--- config.mk ---
export PLATFORM = sky130hd
export DESIGN_NAME = float_to_int_flat
export DESIGN_NICKNAME = d
export VERILOG_FILES = /design/src/rtl/float_to_int_if.sv /design/src/rtl/float_to_int.sv /design/src/flat_wrapper.sv
export SDC_FILE = /design/constraint.sdc
export NUM_CORES = 1
export LEC_CHECK = 0
export ABC_CLOCK_PERIOD_IN_PS = 3500
export BUFFER_PORTS_ARGS = -buffer_cell sky130_fd_sc_hd__clkbuf_2
export CAP_MARGIN = 30
export CORE_MARGIN = 1
export CORE_UTILIZATION = 25
export DETAILED_ROUTE_END_ITERATION = 8
export GPL_TIMING_DRIVEN = 1
export HOLD_SLACK_MARGIN = 0.15
export PLACE_DENSITY = 0.48
export RECOVER_POWER = 100
export SLEW_MARGIN = 20
export SYNTH_ARGS = -nofsm -noshare
export SYNTH_HDL_FRONTEND = slang
export SYNTH_SLANG_ARGS = --single-unit
--- constraint.sdc ---
create_clock -name clk -period 3.5 [get_ports clk]
set_input_delay 0.35 -clock clk [delete_from_list [all_inputs] [get_ports clk]]
set_output_delay 0.35 -clock clk [all_outputs]
set_load 0.02 [all_outputs]
--- src/rtl/float_to_int_if.sv ---
// Operand and result handshakes of the float-to-integer stage.
// The operand side faces the FPU adder and the result side faces the next consumer.
interface float_to_int_if;
   logic [31:0] input_a;
   logic        input_a_valid;
   logic        input_a_ack;
   logic [31:0] output_z;
   logic        output_z_valid;
   logic        output_z_ack;

   // Producer of operands and consumer of results.
   modport master (
      output input_a,
      output input_a_valid,
      input  input_a_ack,
      input  output_z,
      input  output_z_valid,
      output output_z_ack
   );

   // The conversion block itself.
   modport slave (
      input  input_a,
      input  input_a_valid,
      output input_a_ack,
      output output_z,
      output output_z_valid,
      input  output_z_ack
   );
endinterface

--- src/rtl/float_to_int.sv ---
// IEEE-754 single precision to 32-bit signed integer, truncating toward zero.
// The mantissa is aligned with a one-bit-per-cycle shifter, so a conversion
// takes between a few and a few dozen cycles. Only one operand is ever in flight.
module float_to_int #(
   parameter logic [31:0] OVERFLOW_VALUE = 32'h80000000
) (
   input  logic          clk,
   input  logic          rst,          // asynchronous, active low
   float_to_int_if.slave bus,
   output logic          idle_status
);

   typedef enum logic [2:0] {
      WAIT_IN,
      UNPACK,
      SPECIAL,
      CONVERT,
      SIGN,
      PUT
   } state_t;

   state_t             state_q, state_d;
   logic [31:0]        a_q, a_d;
   logic [31:0]        m_q, m_d;
   logic [31:0]        z_q, z_d;
   logic signed [9:0]  e_q, e_d;
   logic               s_q, s_d;
   logic               ack_q, ack_d;
   logic               valid_q, valid_d;

   // Next-state and datapath decisions for every state of the converter.
   always_comb begin
      state_d = state_q;
      a_d     = a_q;
      m_d     = m_q;
      z_d     = z_q;
      e_d     = e_q;
      s_d     = s_q;
      ack_d   = ack_q;
      valid_d = valid_q;

      case (state_q)
         WAIT_IN: begin
            // Offer ack one cycle after arriving here, then hold it until a transfer.
            if (!ack_q) begin
               ack_d = 1'b1;
            end else if (bus.input_a_valid) begin
               a_d     = bus.input_a;
               ack_d   = 1'b0;
               state_d = UNPACK;
            end
         end

         UNPACK: begin
            s_d     = a_q[31];
            e_d     = $signed({2'b00, a_q[30:23]}) - 10'sd127;
            // Hidden one sits in bit 31 with weight 2^e.
            m_d     = {1'b1, a_q[22:0], 8'b0};
            state_d = SPECIAL;
         end

         SPECIAL: begin
            // NaN, infinities and anything with |x| >= 2^31 saturate to one code;
            // -2^31 lands here as well and that code is its exact value.
            if (a_q[30:23] == 8'hFF || e_q >= 10'sd31) begin
               z_d     = OVERFLOW_VALUE;
               state_d = PUT;
            end else if (e_q < 10'sd0) begin
               // |x| < 1 covers zeros and denormals; both signs truncate to 0.
               z_d     = 32'd0;
               state_d = PUT;
            end else begin
               state_d = CONVERT;
            end
         end

         CONVERT: begin
            // Shift until the hidden one reaches weight 2^0 at e == 31; the
            // edge that lifts e to 31 also moves on, so no idle cycle is spent.
            m_d = m_q >> 1;
            e_d = e_q + 10'sd1;
            if (e_q == 10'sd30) begin
               state_d = SIGN;
            end
         end

         SIGN: begin
            // Magnitude is below 2^31 here, so negation cannot overflow.
            z_d     = s_q ? (~m_q + 32'd1) : m_q;
            state_d = PUT;
         end

         PUT: begin
            // Raise valid one cycle after arriving; an ack seen before that is ignored.
            if (!valid_q) begin
               valid_d = 1'b1;
            end else if (bus.output_z_ack) begin
               valid_d = 1'b0;
               state_d = WAIT_IN;
            end
         end

         default: begin
            state_d = WAIT_IN;
         end
      endcase
   end

   // State and datapath registers; reset aborts any conversion in progress.
   always_ff @(posedge clk or negedge rst) begin
      if (!rst) begin
         state_q <= WAIT_IN;
         a_q     <= 32'd0;
         m_q     <= 32'd0;
         z_q     <= 32'd0;
         e_q     <= 10'sd0;
         s_q     <= 1'b0;
         ack_q   <= 1'b0;
         valid_q <= 1'b0;
      end else begin
         state_q <= state_d;
         a_q     <= a_d;
         m_q     <= m_d;
         z_q     <= z_d;
         e_q     <= e_d;
         s_q     <= s_d;
         ack_q   <= ack_d;
         valid_q <= valid_d;
      end
   end

   assign bus.input_a_ack    = ack_q;
   assign bus.output_z       = z_q;
   assign bus.output_z_valid = valid_q;
   assign idle_status        = (state_q == WAIT_IN);

endmodule
--- src/flat_wrapper.sv ---
// flat-port wrapper written by rule: the top's interface ports become plain ports
module float_to_int_flat 
#(
   parameter logic [31:0] OVERFLOW_VALUE = 32'h80000000
)
  (clk, rst, idle_status, bus_input_a, bus_input_a_valid, bus_input_a_ack, bus_output_z, bus_output_z_valid, bus_output_z_ack);
  float_to_int_if bus_i ();
  input  logic clk;
  input  logic rst;
  output logic idle_status;
  input wire logic [$bits(bus_i.input_a)-1:0] bus_input_a;
  input wire logic [$bits(bus_i.input_a_valid)-1:0] bus_input_a_valid;
  output wire logic [$bits(bus_i.input_a_ack)-1:0] bus_input_a_ack;
  output wire logic [$bits(bus_i.output_z)-1:0] bus_output_z;
  output wire logic [$bits(bus_i.output_z_valid)-1:0] bus_output_z_valid;
  input wire logic [$bits(bus_i.output_z_ack)-1:0] bus_output_z_ack;
  assign bus_i.input_a = bus_input_a;
  assign bus_i.input_a_valid = bus_input_a_valid;
  assign bus_input_a_ack = bus_i.input_a_ack;
  assign bus_output_z = bus_i.output_z;
  assign bus_output_z_valid = bus_i.output_z_valid;
  assign bus_i.output_z_ack = bus_output_z_ack;
  float_to_int #(.OVERFLOW_VALUE(OVERFLOW_VALUE)) u_core (.clk(clk), .rst(rst), .bus(bus_i), .idle_status(idle_status));
endmodule
# Word-level counts from Yosys, hierarchy flattened
# Cells that the tools add are included.
# W data, S select, Z words.
[classes]
bitwise_logic = 1
n_div = 0
reduce_logical = 7
n_eq_ne = 13
shift = 0
order_cmp = 2
n_mux = 18
addsub = 3
mul = 0
[op_table]
columns = ["op", "n"]
rows = [
  ["$pmux W32 S2", 2],
  ["$mux W32", 3],
  ["$add A32 B1 Y32 const B", 1],
  ["$not A32 Y32", 1],
  ["$mux W3", 7],
  ["$pmux W10 S2", 1],
  ["$pmux W3 S6", 1],
  ["$add A10 B2 Y10 const B", 1],
  ["$eq A10 B6 Y1 const B", 1],
  ["$ge A10 B6 Y1 const B", 1],
  ["$lt A10 B1 Y1 const B", 1],
  ["$sub A8 B7 Y9 const B", 1],
  ["$eq A8 B8 Y1 const B", 1],
  ["$ne A2 B1 Y1 const B", 4],
  ["$eq A3 B2 Y1 const B", 2],
  ["$eq A3 B3 Y1 const B", 2],
  ["$reduce_and A5 Y1", 1],
  ["$mux W1", 4],
  ["$reduce_bool A2 Y1", 2],
  ["$eq A3 B1 Y1 const B", 1],
  ["$logic_not A3 Y1", 1],
  ["$ne A3 B1 Y1 const B", 1],
  ["$reduce_and A3 Y1", 1],
  ["$ne A2 B2 Y1 const B", 1],
  ["2 further kinds", 2],
]
[word_totals]
wordCells = 52
output_inout_bits = 35
in_bits = 36
ram_bits = 0
register_bits = 112
romBits = 0
mem_count = 0
latchBits = 0

# Longest topological paths before layout
# Gate-level depths: netlist of the first run.
[logic_depth]
depth_word = 4
depth_mapped = 7
mapped_depth_nobuf = 7

# Worst setup path before layout of the first run
# Ideal clock, no wire load.
[synth_path]
kind = "reg2reg"
start = "register u_core.m_q[26]"
end = "register u_core.z_q[31], in the netlist u_core.bus.output_z[31]"
path_slack_ns = 1.127
required_ns = 3.374
setup_ns = 0.126
stages_incl_launch_ff = 6
arrival_ns = 2.247
n_path_buf = 0
synth_period_minus_slack_ns = 2.373
path_cell_list = "dfrtp_1 -> or4_4 -> or4_4 -> and4bb_1 -> mux2_1 -> a221o_1"
[synth_between]
elab_chain_len = 4
[synth_rtl]
columns = ["element", "line", "text"]
rows = [
  ["start, declared", "float_to_int.sv:24", "logic [31:0] m_q, m_d;"],
  ["start signal, assigned", "float_to_int.sv:123", "m_q <= m_d;"],
  ["$not A32 Y32", "float_to_int.sv:89", "z_d = s_q ? (~m_q + 32'd1) : m_q;"],
  ["$add A32 B1 Y32", "float_to_int.sv:89", ""],
  ["$mux W32", "float_to_int.sv:89", ""],
  ["$pmux W32 S2", "float_to_int.sv:42", "case (state_q)"],
  ["end signal, assigned", "float_to_int.sv:124", "z_q <= z_d;"],
  ["end, declared", "float_to_int.sv:25", "logic [31:0] z_q, z_d;"],
]
# No other way between the ends.
# A chain may end at the register's enable or synchronous reset.

# Final worst setup path of the first run
[layout_path]
start = "register u_core.state_q[1]"
end = "register u_core.z_q[31], in the netlist u_core.bus.output_z[31]"
[layout_between]
elab_chain_len = 3
word_cells_on_any_way = 6
classes_between = "eq/ne: 3; mux: 1; reduce/logical: 2"
[layout_rtl]
columns = ["element", "line", "text"]
rows = [
  ["start, declared", "float_to_int.sv:22", "state_t state_q, state_d;"],
  ["start signal, assigned", "float_to_int.sv:121", "state_q <= state_d;"],
  ["$eq A3 B2 Y1 or $eq A3 B3 Y1 (tied branches)", "float_to_int.sv:42", ""],
  ["$ne A3 B1 Y1 (no line) or $reduce_bool A2 Y1 (tied branches)", "-", ""],
  ["$reduce_and A2 Y1 (no line)", "-", ""],
]
# Parallel ways exist; a longest one is shown, timed or not.

==> results of run 1 <==
## cell families after synthesis
kind of cell,after synthesis,synth area share [%]
AOI/OAI and AO/OA,134,14.2
xor gates and xnor gates,33,5.18
adders and majority gates,4,0.897
buffers and inverters,42,3.63
DFF,112,50.2
muxes,59,11.3
and+or+nand+nor,166,14.5
## sequential cells by signal, summed over array words and instances, names as in the netlist
register and count:
u_core.bus.output_z_valid 1, u_core.bus.input_a_ack 1, u_core.e_q 10, u_core.s_q 1
u_core.m_q 32, u_core.a_q 32, u_core.bus.output_z 32, u_core.state_q 3
## synth_stat cells (4+ instances only)
cell type	instances
o22ai_1	5
xor2_1	23
ha_1	4
nand3_1	10
o41ai_1	8
mux2_2	32
nor2_1	16
dfrtp_1	112
xnor2_1	10
mux2i_1	26
buf_2	7
nor3_1	4
or4_1	4
nor4_1	6
clkbuf_1	24
and3_1	4
nand2_1	89
nand4_1	9
a21oi_1	22
o31ai_1	5
o21ai_0	73
nand2b_1	6
a31oi_1	5
inv_1	5
## stage by stage
stage | utilization (%) | hold slack (ps) | cells
2_1_floorplan | - | 54.4 | 550
3_3_place_gp | 28.3 | 474 | 871
3_5_place_dp | 28.4 | 476 | 872
4_1_cts | 29.9 | 211 | 889
5_1_grt | 29.7 | 211 | 890
6_report | 29.7 | 229 | 890
## worst reg2reg max path: stages (launching register included)
cell and delay, ps:
dfrtp_1 1370, nand2b_1 270, a21oi_1 310, o41ai_4 130, buf_4 260, a221o_1 380
## where the power goes
part / internal [mW] / switching, mW
sequential: 1.83 / 0.655
combinational: 1.03 / 1.35
clock: 0.586 / 0.495
## final timing paths
check,to,start,cells past startpoint,slack (ps)
min in group asynchronous,u_core.a_q[25]$_DFFE_PN0P_,rst,2,880
worst max register to register,u_core.bus.output_z[31]$_DFFE_PN0P_,u_core.state_q[1]$_DFFE_PN0P_,5,680
worst min register to register,u_core.bus.output_z[15]$_DFFE_PN0P_,u_core.bus.output_z[15]$_DFFE_PN0P_,2,480
max in group asynchronous,u_core.bus.output_z[11]$_DFFE_PN0P_,rst,4,1420
worst min-delay path,u_core.a_q[1]$_DFFE_PN0P_,bus_input_a[1],2,230
worst max-delay path,u_core.bus.output_z[31]$_DFFE_PN0P_,u_core.state_q[1]$_DFFE_PN0P_,5,680
## cell usage in the layout (no fill, tap or decap), drive strengths merged, types with 7 or more instances in the layout
master  netlist  routed
a21oi        22      22
dfrtp       112     112
mux2i        26      26
nand2        89      89
clkbuf       27      81
nand4         9       9
nor2         16      16
xor2         23      23
inv           5       7
o41ai         9       9
o21ai        75      75
mux2         33      33
xnor2        10      10
buf          10       9
nand3        10      10
## layout make-up
| class | instances | area, µm² | area share [%] |
|---|---|---|---|
| tap | 280 | 350 | 5.40 |
| clock inverter | 6 | 75.1 | 1.16 |
| inverter | 5 | 18.8 | 0.289 |
| timing repair buffer | 81 | 425 | 6.56 |
| sequential | 112 | 2800 | 43.2 |
| clock buffer | 10 | 239 | 3.69 |
| multi-input combinational | 396 | 2570 | 39.7 |
## metal layers
layer / part of all wire [%] / vias to the layer above / GRT usage (%)
met4: 1.2 / 0 / 4.00
met1: 45 / 2028 / 15.7
met3: 4.9 / 9 / 2.86
met2: 49 / 100 / 20.6
met5: 0 / - / 0
li1: - / 2069 / -
==> impl_metrics.py, run 1 <==
metrics = {
    "run_status": {
        "status": "finished, violations left",
        "violations": "max-capacitance violations, max-slew violations",
    },
    "worst_setup_path": {
        "worstPathMaxFanout": 45,
        "worstPathArrival_ps": 3060,
        "crit_chain": "nand2b_1 -> a21oi_1 -> o41ai_4 -> buf_4 -> a221o_1",
        "max_stage_delay_ps": 1370,
        "cp-start-kind": "flip-flop",
        "crit_path_end_kind": "flip-flop",
        "critPathSlowestCell": "dfrtp_1",
        "required_ps": 3740,
        "crit_buf_inv": 1,
        "critical_path_class": "flip-flop to flip-flop",
        "crit_family": "flip-flops",
    },
    "routing": {
        "ant_nets": 0,
        "wl_per_cell_um": 15.1,
        "avgViaCountPerCell": 4.73,
        "drc": 0,
        "drtPass1Iterations": 4,
        "vias": 4206,
        "wl_mm": 13.4,
        "drtIter0Drc": 173,
    },
    "grt": {
        "grt_pass1_vias": 4113,
        "grt_pass1_wl_mm": 21.8,
        "grt_util_all_layers_pct": 12.4,
        "antenna_found_initial": 0,
        "grt.overflow.total": 0,
        "grt_max_degree": 66,
    },
    "cts": {
        "clkLatencyLatePin_ps": 350,
        "cts_made_buffers": 9,
        "cts.sinks": 112,
        "clk_pin_slew_worst_paths_ps": 80,
        "cts_tree": "built",
        "cts_resized": 0,
        "cts-root-buf": "clkbuf_16",
        "max-clock-path-buffers": 2,
        "post_cts_buffers": 0,
        "hold_buffers": 1,
        "ctsHtreeMaxLevel": 3,
    },
    "floorplanning": {
        "design.die.area_mm2": 0.0229,
        "coreArea_mm2": 0.0218,
        "die_h_um": 151,
        "rows": 54,
        "die_w_um": 151,
        "ios": 71,
        "floorplan.initialDensity_pct": 25.6,
    },
    "logic_synthesis": {
        "synth.net_count": 590,
        "synth_area_mm2": 0.00558,
        "synth_cell_type_count": 55,
        "yosys-top-cells-area": "dfrtp_1 50%, o21ai_0 6.6%, mux2_2 6.5%, nand2_1 6.0%, mux2i_1 4.7%",
        "ys_seq_area_share_pct": 50.2,
        "synth_area_leader_cell": "dfrtp_1",
        "synth_area_per_cell_um2": 10.1,
        "yosys.area.top_type_share_pct": 50.2,
        "yosys_warnings": 0,
        "async_flop_share_pct": 100,
        "syn-instance-count": 550,
        "synth_edf_count": 0,
        "synth-seq-cells": 112,
        "synth_top_flop_cell": "dfrtp_1",
    },
    "final_layout": {
        "fin_area_mm2": 0.00648,
        "fin_nets": 645,
        "antenna_cells": 0,
        "fill_cells": 2298,
        "syn_to_final_growth_pct": 16.3,
        "drive_gt1_share_pct": 16.9,
    },
    "timing": {
        "fin_ws_ps": 680,
        "hold_violations": 0,
        "fmax_mhz": 355,
        "layout_min_cycle_time_ps": 2820,
        "drv_slew": 46,
        "finalClockSkew_ps": 9.21,
        "fin_tns_setup_ps": 0,
        "max_slew.worst_pin.slew_ps": 1530,
        "slew_headroom_pct": -1.78,
        "report.final.setup_viol": 0,
        "period_share_pct": 80.6,
        "rsz0062_at_grt": "false",
    },
    "power": {
        "p_per_area_mw_per_mm2": 917,
        "p_total_mw": 5.95,
        "p_leak_nw": 2.71,
        "irDropWorstVdd_uv": 349,
    },
    "placement": {
        "place_area_mm2": 0.00619,
        "dp_hpwl_mm": 9.59,
        "preCtsSetupSlack_ps": 881,
        "gp_congestion": 0.791,
        "port_buffers": 70,
    },
    "flow_run": {
        "cap_violations": 1,
    },
    "min_path": {
        "hold_path.class": "input port to flip-flop",
    },
}
(Power assumes the default switching activity.)
==> inputs of run 2 (changes only) <==
--- a/config.mk
+++ b/config.mk
@@ -5,7 +5,7 @@
 export SDC_FILE = /design/constraint.sdc
 export NUM_CORES = 1
 export LEC_CHECK = 0
-export ABC_CLOCK_PERIOD_IN_PS = 3500
+export ABC_CLOCK_PERIOD_IN_PS = 2700
 export BUFFER_PORTS_ARGS = -buffer_cell sky130_fd_sc_hd__clkbuf_2
 export CAP_MARGIN = 30
 export CORE_MARGIN = 1
==> constraint.sdc (replaced) <==
create_clock -name clk -period 2.7 [get_ports clk]
set_input_delay 0.27 -clock clk [delete_from_list [all_inputs] [get_ports clk]]
set_output_delay 0.27 -clock clk [all_outputs]
set_load 0.02 [all_outputs]
==> run 2 against run 1 <==
- die area unchanged
- highest routed layer unchanged
- sequential power up 26%
- via count up 3.0%
- cell area increased by 3.2%
- register-to-register slack worse by 480 ps
- critical path depth did not move
- the run now ends clean
- hold slack worse by 67 ps
- clock power is 18% higher
==> impl_metrics.py, run 2 (same netlist as run 1, synthesis figures left out) <==
metrics = {
    "worst_setup_path": {
        "worstPathArrival_ps": 2740,
        "cp-start-kind": "flip-flop",
        "required_ps": 2950,
        "worstPathMaxFanout": 5,
        "crit_path_end_kind": "flip-flop",
        "critical_path_class": "flip-flop to flip-flop",
    },
    "routing": {
        "wl_mm": 13.5,
        "drtPass1Iterations": 4,
        "vias": 4333,
        "avgViaCountPerCell": 4.70,
        "drc": 0,
        "wl_per_cell_um": 14.7,
        "drtIter0Drc": 158,
        "ant_nets": 0,
    },
    "grt": {
        "grt.busiest_layer": "met2",
        "grt_util_all_layers_pct": 12.6,
        "use_met3_pct": 3.34,
        "use_met2_pct": 20.7,
        "grt_pass1_vias": 4221,
        "antenna_found_initial": 0,
        "grt_max_degree": 52,
        "grt.overflow.total": 0,
        "use_met1_pct": 16.2,
        "grt_pass1_wl_mm": 22.2,
    },
    "cts": {
        "cts-root-buf": "clkbuf_16",
        "cts_resized": 0,
        "max-clock-path-buffers": 2,
        "post_cts_buffers": 0,
        "cts_made_buffers": 9,
        "hold_buffers": 26,
        "cts_tree": "built",
        "cts.sinks": 112,
        "clkLatencyLatePin_ps": 360,
        "clk_pin_slew_worst_paths_ps": 80,
        "ctsHtreeMaxLevel": 3,
    },
    "power": {
        "p_leak_nw": 2.81,
        "irDropWorstVdd_uv": 436,
        "p_per_area_mw_per_mm2": 1140,
        "combinationalPowerShare_pct": 42.1,
        "p_clk_share_pct": 16.7,
        "p_int_mw": 4.39,
        "seq_power_share_pct": 41.2,
        "switching_power_mw": 3.21,
        "p_total_mw": 7.60,
        "switching_share_pct": 42.2,
    },
    "final_layout": {
        "syn_to_final_growth_pct": 20.0,
        "fin_nets": 676,
        "final_common_cell": "dfrtp_1",
        "layout_common_cells": "111 x dfrtp_1, 89 x nand2_1, 75 x o21ai_0",
        "antenna_cells": 0,
        "drive_gt1_share_pct": 16.5,
    },
    "floorplanning": {
        "design.die.area_mm2": 0.0229,
        "die_w_um": 151,
        "coreArea_mm2": 0.0218,
        "rows": 54,
        "floorplan.initialDensity_pct": 25.6,
        "die_h_um": 151,
        "ios": 71,
    },
    "flow_run": {
        "cap_violations": 0,
    },
    "timing": {
        "hold_violations": 0,
        "period_share_pct": 92.4,
        "rsz0062_at_grt": "false",
        "finalClockSkew_ps": 10.2,
        "drv_slew": 0,
        "fin_tns_setup_ps": 0,
        "report.final.setup_viol": 0,
        "max_slew.worst_pin.slew_ps": 1310,
        "fmax_mhz": 401,
        "layout_min_cycle_time_ps": 2500,
        "slew_headroom_pct": 12.3,
    },
    "placement": {
        "dp_hpwl_mm": 9.62,
        "port_buffers": 70,
        "gp_congestion": 0.849,
    },
    "min_path": {
        "hold_path.class": "input port to flip-flop",
    },
    "run_status": {
        "status": "complete, no violations",
    },
}
[run 2: cell types whose count changed in the layout (fill, tap and decap cells not counted), moves of 2 or more]
cell	change
buf_12	-2
buf_4	+6
clkbuf_1	+2
dlygate4sd3_1	+25
[run 2: critical path, stage by stage (launching register included)]
cell	delay, ps
dfrtp_1	440
or4_1	590
or4_4	440
and4bb_1	290
mux2_1	320
a221o_1	310
[run 2: final cells by class]
class,instances,area [µm²]
fill,2311,15100
sequential,112,2800
multi-input combinational,396,2550
timing repair buffer,112,693
tap,280,350
clock buffer,12,246
clock inverter,4,30.0
inverter,5,18.8
[run 2: power by group through the flow]
stage	Combinational (mW)	Clock, mW	Sequential, mW
4_1_cts	3.34	1.33	3.14
3_5_place_dp	3.30	0	3.17
6_report	3.20	1.27	3.13
3_3_place_gp	3.24	0	3.15
2_1_floorplan	2.42	0	3.05
5_1_grt	3.62	1.39	3.27
[run 2: through the flow]
| step | area [µm²] | utilization (%) | hold slack (ps) | worst slack [ps] | instances |
|---|---|---|---|---|---|
| finish | 6690 | 30.7 | 162 | 204 | 921 |
| detailed placement | 6250 | 28.6 | 369 | 225 | 879 |
| global route | 6690 | 30.7 | 159 | 121 | 921 |
| floorplan | 5580 | - | -25.6 | 327 | 550 |
| CTS | 6780 | 31.1 | 152 | 223 | 921 |
| global placement | 6250 | 28.6 | 356 | 260 | 879 |
[run 2: metal layers]
layer | part of all wire, % | routed length (µm)
met1 | 46 | 6190
met2 | 48 | 6510
met3 | 4.5 | 614
met4 | 1.4 | 195
met5 | 0 | 0
[run 2: worst paths after layout]
kind,to,startpoint,slack [ps],depth (start not counted)
worst max-delay path,u_core.bus.output_z[31]$_DFFE_PN0P_,u_core.m_q[26]$_DFFE_PN0P_,200,5
worst min-delay path,u_core.a_q[16]$_DFFE_PN0P_,bus_input_a[16],160,2
worst max register to register,u_core.bus.output_z[31]$_DFFE_PN0P_,u_core.m_q[26]$_DFFE_PN0P_,200,5
worst min register to register,u_core.bus.output_z[7]$_DFFE_PN0P_,u_core.bus.output_z[7]$_DFFE_PN0P_,480,2
max in group asynchronous,u_core.bus.output_z[13]$_DFFE_PN0P_,rst,620,3
min in group asynchronous,u_core.a_q[20]$_DFFE_PN0P_,rst,740,2
